--- config.mk ---
export PLATFORM = sky130hd
export DESIGN_NAME = io_bus_arbiter
export DESIGN_NICKNAME = d
export VERILOG_FILES = /design/src/rtl/fgba_io_pkg.sv /design/src/rtl/io_rr_pick.sv /design/src/rtl/io_bus_arbiter.sv
export SDC_FILE = /design/constraint.sdc
export NUM_CORES = 1
export LEC_CHECK = 0
export BUFFER_PORTS_ARGS = -buffer_cell sky130_fd_sc_hd__buf_4
export CELL_PAD_IN_SITES_DETAIL_PLACEMENT = 1
export CELL_PAD_IN_SITES_GLOBAL_PLACEMENT = 2
export CORE_MARGIN = 2
export CORE_UTILIZATION = 25
export DETAILED_ROUTE_END_ITERATION = 16
export HOLD_SLACK_MARGIN = 0.03
export PLACE_DENSITY = 0.92
export SETUP_SLACK_MARGIN = 0.1
export SYNTH_ARGS = -nofsm -noshare
export SYNTH_HDL_FRONTEND = slang
export SYNTH_SLANG_ARGS = --single-unit
--- constraint.sdc ---
create_clock -name clk_mem -period 3.2 [get_ports clk_mem]
set_input_delay 0.32 -clock clk_mem [delete_from_list [all_inputs] [get_ports clk_mem]]
set_output_delay 0.32 -clock clk_mem [all_outputs]
set_load 0.01 [all_outputs]
--- src/rtl/fgba_io_pkg.sv ---
// Shared definitions for the io_register access path: width codes, requester IDs
// and the arbiter state encoding.
package fgba_io_pkg;

    localparam logic [1:0] W_BYTE = 2'b00;
    localparam logic [1:0] W_HALF = 2'b01;
    localparam logic [1:0] W_WORD = 2'b10;

    typedef enum logic {
        PORT_CPU = 1'b0,
        PORT_DMA = 1'b1
    } port_id_t;

    typedef enum logic [1:0] {
        ST_IDLE   = 2'b00,
        ST_ACCESS = 2'b01,
        ST_ACK    = 2'b10
    } arb_state_t;

endpackage

--- src/rtl/io_rr_pick.sv ---
// Two-way round-robin picker with a bounded DMA burst lock. Winner/valid are
// combinational; last_grant and burst_cnt advance only on an accepted grant.
module io_rr_pick
    import fgba_io_pkg::*;
#(
    parameter int MAX_BURST = 4
) (
    input  logic     clk_mem,
    input  logic     rst_n,
    input  logic [1:0] req,
    input  logic     dma_lock,
    input  logic     grant_en,
    output port_id_t winner,
    output logic     valid
);

    localparam int CNT_W = $clog2(MAX_BURST + 1);

    port_id_t         last_grant_r;
    logic [CNT_W-1:0] burst_cnt_r;
    port_id_t         winner_s;
    logic             valid_s;
    logic             burst_ok_s;

    // Choose the winner for this IDLE cycle.
    always_comb begin
        burst_ok_s = dma_lock && (last_grant_r == PORT_DMA) && (burst_cnt_r < CNT_W'(MAX_BURST));
        winner_s   = PORT_CPU;
        valid_s    = 1'b0;
        case (req)
            2'b01: begin
                winner_s = PORT_CPU;
                valid_s  = 1'b1;
            end
            2'b10: begin
                winner_s = PORT_DMA;
                valid_s  = 1'b1;
            end
            2'b11: begin
                valid_s = 1'b1;
                if (burst_ok_s) begin
                    winner_s = PORT_DMA;
                end else if (last_grant_r == PORT_CPU) begin
                    winner_s = PORT_DMA;
                end else begin
                    winner_s = PORT_CPU;
                end
            end
            default: begin
                winner_s = PORT_CPU;
                valid_s  = 1'b0;
            end
        endcase
    end

    assign winner = winner_s;
    assign valid  = valid_s;

    // Track the last grant and count consecutive contested DMA grants under lock.
    always_ff @(posedge clk_mem) begin
        if (!rst_n) begin
            last_grant_r <= PORT_DMA;
            burst_cnt_r  <= {CNT_W{1'b0}};
        end else if (grant_en && valid_s) begin
            last_grant_r <= winner_s;
            if (winner_s == PORT_CPU) begin
                burst_cnt_r <= {CNT_W{1'b0}};
            end else if (dma_lock && req[0]) begin
                // Every contested locked DMA grant counts, so MAX_BURST bounds the run.
                if (burst_cnt_r < CNT_W'(MAX_BURST)) begin
                    burst_cnt_r <= burst_cnt_r + CNT_W'(1);
                end else begin
                    burst_cnt_r <= burst_cnt_r;
                end
            end else begin
                burst_cnt_r <= {CNT_W{1'b0}};
            end
        end
    end

endmodule

--- src/rtl/io_bus_arbiter.sv ---
// Shares the io_register port between CPU (port 0) and DMA (port 1): one
// transaction at a time, IDLE -> ACCESS -> ACK, three cycles each.
module io_bus_arbiter
    import fgba_io_pkg::*;
#(
    parameter int ADDR_W    = 24,
    parameter int DATA_W    = 32,
    parameter int MAX_BURST = 4
) (
    input  logic              clk_mem,
    input  logic              rst_n,
    input  logic              cpu_req,
    input  logic              cpu_write,
    input  logic [1:0]        cpu_width,
    input  logic [ADDR_W-1:0] cpu_addr,
    input  logic [DATA_W-1:0] cpu_wdata,
    output logic [DATA_W-1:0] cpu_rdata,
    output logic              cpu_ack,
    input  logic              dma_req,
    input  logic              dma_write,
    input  logic [1:0]        dma_width,
    input  logic [ADDR_W-1:0] dma_addr,
    input  logic [DATA_W-1:0] dma_wdata,
    output logic [DATA_W-1:0] dma_rdata,
    output logic              dma_ack,
    input  logic              dma_lock,
    output logic [ADDR_W-1:0] io_addr,
    output logic [DATA_W-1:0] io_data_in,
    input  logic [DATA_W-1:0] io_data_out,
    output logic              io_read,
    output logic              io_write,
    output logic [1:0]        io_width,
    output logic              busy
);

    arb_state_t        state_r;
    port_id_t          winner_r;
    logic [ADDR_W-1:0] io_addr_r;
    logic [DATA_W-1:0] io_data_in_r;
    logic              io_read_r;
    logic              io_write_r;
    logic [1:0]        io_width_r;
    logic [DATA_W-1:0] cpu_rdata_r;
    logic [DATA_W-1:0] dma_rdata_r;
    logic              cpu_ack_r;
    logic              dma_ack_r;
    logic              busy_r;

    port_id_t          pick_winner_s;
    logic              pick_valid_s;
    logic              grant_en_s;
    logic              sel_write_s;
    logic [1:0]        sel_width_s;
    logic [ADDR_W-1:0] sel_addr_s;
    logic [DATA_W-1:0] sel_wdata_s;

    assign grant_en_s = (state_r == ST_IDLE);

    io_rr_pick #(
        .MAX_BURST (MAX_BURST)
    ) u_pick (
        .clk_mem  (clk_mem),
        .rst_n    (rst_n),
        .req      ({dma_req, cpu_req}),
        .dma_lock (dma_lock),
        .grant_en (grant_en_s),
        .winner   (pick_winner_s),
        .valid    (pick_valid_s)
    );

    // Route the winning requester's fields toward the io latch.
    always_comb begin
        sel_write_s = cpu_write;
        sel_width_s = cpu_width;
        sel_addr_s  = cpu_addr;
        sel_wdata_s = cpu_wdata;
        if (pick_winner_s == PORT_DMA) begin
            sel_write_s = dma_write;
            sel_width_s = dma_width;
            sel_addr_s  = dma_addr;
            sel_wdata_s = dma_wdata;
        end else begin
            sel_write_s = cpu_write;
            sel_width_s = cpu_width;
            sel_addr_s  = cpu_addr;
            sel_wdata_s = cpu_wdata;
        end
    end

    // Transaction FSM with all outputs registered.
    always_ff @(posedge clk_mem) begin
        if (!rst_n) begin
            state_r      <= ST_IDLE;
            winner_r     <= PORT_CPU;
            io_addr_r    <= {ADDR_W{1'b0}};
            io_data_in_r <= {DATA_W{1'b0}};
            io_read_r    <= 1'b0;
            io_write_r   <= 1'b0;
            io_width_r   <= 2'b00;
            cpu_rdata_r  <= {DATA_W{1'b0}};
            dma_rdata_r  <= {DATA_W{1'b0}};
            cpu_ack_r    <= 1'b0;
            dma_ack_r    <= 1'b0;
            busy_r       <= 1'b0;
        end else begin
            case (state_r)
                ST_IDLE: begin
                    if (pick_valid_s) begin
                        winner_r     <= pick_winner_s;
                        io_addr_r    <= sel_addr_s;
                        io_data_in_r <= sel_wdata_s;
                        io_width_r   <= sel_width_s;
                        io_read_r    <= !sel_write_s;
                        io_write_r   <= sel_write_s;
                        busy_r       <= 1'b1;
                        state_r      <= ST_ACCESS;
                    end else begin
                        state_r <= ST_IDLE;
                    end
                end
                ST_ACCESS: begin
                    io_read_r  <= 1'b0;
                    io_write_r <= 1'b0;
                    // io_data_out is combinational of io_addr, so it is valid now.
                    if (io_read_r && (winner_r == PORT_DMA)) begin
                        dma_rdata_r <= io_data_out;
                    end else if (io_read_r) begin
                        cpu_rdata_r <= io_data_out;
                    end
                    cpu_ack_r <= (winner_r == PORT_CPU);
                    dma_ack_r <= (winner_r == PORT_DMA);
                    state_r   <= ST_ACK;
                end
                ST_ACK: begin
                    cpu_ack_r <= 1'b0;
                    dma_ack_r <= 1'b0;
                    busy_r    <= 1'b0;
                    state_r   <= ST_IDLE;
                end
                default: begin
                    io_read_r  <= 1'b0;
                    io_write_r <= 1'b0;
                    cpu_ack_r  <= 1'b0;
                    dma_ack_r  <= 1'b0;
                    busy_r     <= 1'b0;
                    state_r    <= ST_IDLE;
                end
            endcase
        end
    end

    assign io_addr    = io_addr_r;
    assign io_data_in = io_data_in_r;
    assign io_read    = io_read_r;
    assign io_write   = io_write_r;
    assign io_width   = io_width_r;
    assign cpu_rdata  = cpu_rdata_r;
    assign dma_rdata  = dma_rdata_r;
    assign cpu_ack    = cpu_ack_r;
    assign dma_ack    = dma_ack_r;
    assign busy       = busy_r;

endmodule

==> results.md <==
* Status: finished clean
* Share of cells above drive strength 1 at 0.358
* Fin cells at 1202
* PostCTS Resize Cnt at 0
* Number of synthesized flops with an enable pin at 0
* Clock skew at 8.97 ps
* Period utilization at 0.608
* Nets@finish at 1077
* Synth Cell Area at 0.00514 mm2
* Gate count after technology mapping at 660
* Critical-path cell with the highest stage delay: nor2_4
* Power Density at 548 mW/mm2
* Final core utilization at 0.396
* Pin count of the biggest net entering global routing at 72
* Die height at 147 um
* Leak at 3.50 nW
* Clock power share at 0.425
* Total negative slack at 0 ps
* Worst ir drop on vdd at 311 uV
* CP max FO at 27
* F_max at 514 MHz
* Vias at 5483
* GRT Total Usage at 0.168
* Routability cong. at 0.749
* Die Span X at 147 um
* Warnings from Yosys at 0
* TritonCTS clock tree: yes
* Detailed Place HPWL at 13200 um
* CTS root buffer: clkbuf_16
* Clk buf depth at 2
* Initial antenna violation count at 0
* RSZ-0062 raised after global routing: no
* Hold slack final at 161 ps
* Hold buffers post-CTS at 0
* Crit-path cells: or2_4 -> nor2_4 -> buf_4 -> a31oi_1 -> o31ai_1
* WP buf/inv at 1
* Crit. End Element: register
* Max-slew violation count at 0
* Num ports at 282
* R2R depth at 5
* Num rows at 52
* Yosys reg bits at 134
* Switching pwr at 1.17 mW
* DRC at 0
* Vias per std cell at 4.56
* ANT nets after route at 0
* Top post-synthesis cells by area: dfxtp_1 52%, nand2_1 18%, a31oi_1 7.2%
* Worst Tran Pin Value at 715 ps
* N_diodes at 0
* Sequential share of power at 0.418
* DR pass1 iterations at 4
* Post-synthesis average cell area at 7.79 um2
* Max incr delay on CP at 440 ps
* CTS clock-pin slew for the worst setup and hold paths at 60 ps
* Vias in the first global route at 5634
* Levels on crit path at 5
* Post-synthesis net count at 816
* Critical Path RT at 3530 ps
* # port buffers at 281
* Post-synth top flop: dfxtp_1
* Skew-Pair Late Insertion Delay at 420 ps
* Avg WL per Cell at 15.3 um
* WL final at 18400 um
* Full die area at 0.0217 mm2
* Kind of cell adding the most delay to the critical path: simple AND/OR/NAND/NOR gates
* Initial DRC count at 134
* Initial Util at 0.254
* Area growth syn-to-layout at 55.6%
* Post-synth cell types at 34
* Final setup viols at 0
* Comb pwr share at 0.157
* Clock sink total at 134
* Internal power at 3.22 mW
* Inserted Clock Buffers at 17
* Startpoint types: register
* Critical path class: reg2reg
* Min Tclk post-route at 1950 ps
* Total gr overflow at 0
* Final hold vios at 0
* Power Total at 4.39 mW
* H-tree levels at 4
* Hold depth at 3
* Relative slew slack at 0.524
* Sw Ratio at 0.266
* Async set or reset register ratio after synthesis at 0
* First-pass GRT wire length at 29200 um
* Core box area at 0.0202 mm2
* Hold Crit Class: in2reg
* Cell taking the most area after synthesis: dfxtp_1
* Sequential share of the synthesized area at 0.522
* # placed instances at 1172
* Post-synth top area share at 0.522
* CP arrival at 2270 ps
* Post-CTS setup buffer count at 0
* MaxCap Viol Count at 0
worst reg2reg max path, cell delays in order (launching register included):
cell and delay, ps:
dfxtp_1 380, or2_4 310, nor2_4 440, buf_4 400, a31oi_1 130, o31ai_1 220
sequential cells by signal, indices dropped and copies added (netlist names):
signal	count
io_write	1
io_addr	24
u_pick.last_grant_r	1
io_read	1
busy	1
cpu_ack	1
cpu_rdata	32
u_pick.burst_cnt_r	3
io_data_in	32
dma_rdata	32
io_width	2
dma_ack	1
state_r	2
winner_r	1
logic make-up after synthesis:
group / Yosys count / synth area share
fa+ha+maj: 1 / 0.00243
compound gates: 193 / 0.209
flops: 134 / 0.522
simple gates: 273 / 0.211
buf+inv: 57 / 0.0526
mux: 2 / 0.00389
cells in the mapped netlist (2+ instances only):
library cell	instances
a21oi_1	66
a31oi_1	59
buf_2	21
buf_4	6
clkbuf_1	24
dfxtp_1	134
inv_1	5
mux2i_1	2
nand2_1	247
nand2b_1	2
nand3_1	4
nand4_1	2
nor2_1	7
nor2_2	2
nor3b_1	2
o21ai_0	20
o21ai_1	40
power by group through the flow:
stage               registers [mW]  clock network [mW]  logic (mW)
detailed placement            1.87                   0       0.699
global placement              1.87                   0       0.693
floorplan                     1.91                   0       0.268
finish                        1.84                1.86       0.688
global route                  1.85                2.00       0.757
CTS                           1.84                1.93       0.701
final timing paths:
path,start,slack (ps),to
setup / recovery,state_r[0],1250,u_pick.burst_cnt_r[1]
hold / removal,io_data_out[13],160,cpu_rdata[13]
setup reg to reg,state_r[0],1250,u_pick.burst_cnt_r[1]
hold reg to reg,dma_rdata[12],450,dma_rdata[12]
routing by layer:
| metal | GRT usage | share of wire | wire [um] |
|---|---|---|---|
| met1 | 0.191 | 0.41 | 7610 |
| met2 | 0.293 | 0.49 | 8940 |
| met5 | 0 | 0 | 0 |
| met3 | 0.0648 | 0.089 | 1640 |
| met4 | 0.0486 | 0.012 | 218 |
final cells by class:
class	instances	area, um2
clock inverters	11	103
fillers	2497	12200
well taps	270	338
inverters	5	18.8
flip-flops and latches	134	2680
clock buffers	19	453
repair buffers	294	2220
multi-input cells	469	2190
per-stage QoR:
step / instance area (um2) / worst slack, ps
after floorplan: 5140 / 1910
after global placement: 7450 / 1260
after detailed placement: 7450 / 1240
after CTS: 8000 / 1240
after global routing: 8000 / 1050
final: 8000 / 1250
placed cells by master (no fill, tap or decap), types with 7 or more instances in the layout:
cell / instances
buf_4: 293
o21ai_1: 40
a31oi_1: 59
nor2_1: 7
dfxtp_1: 134
nand2_1: 247
o21ai_0: 20
clkbuf_16: 17
a21oi_1: 66
No activity file was read; power rests on OpenSTA's default activity.
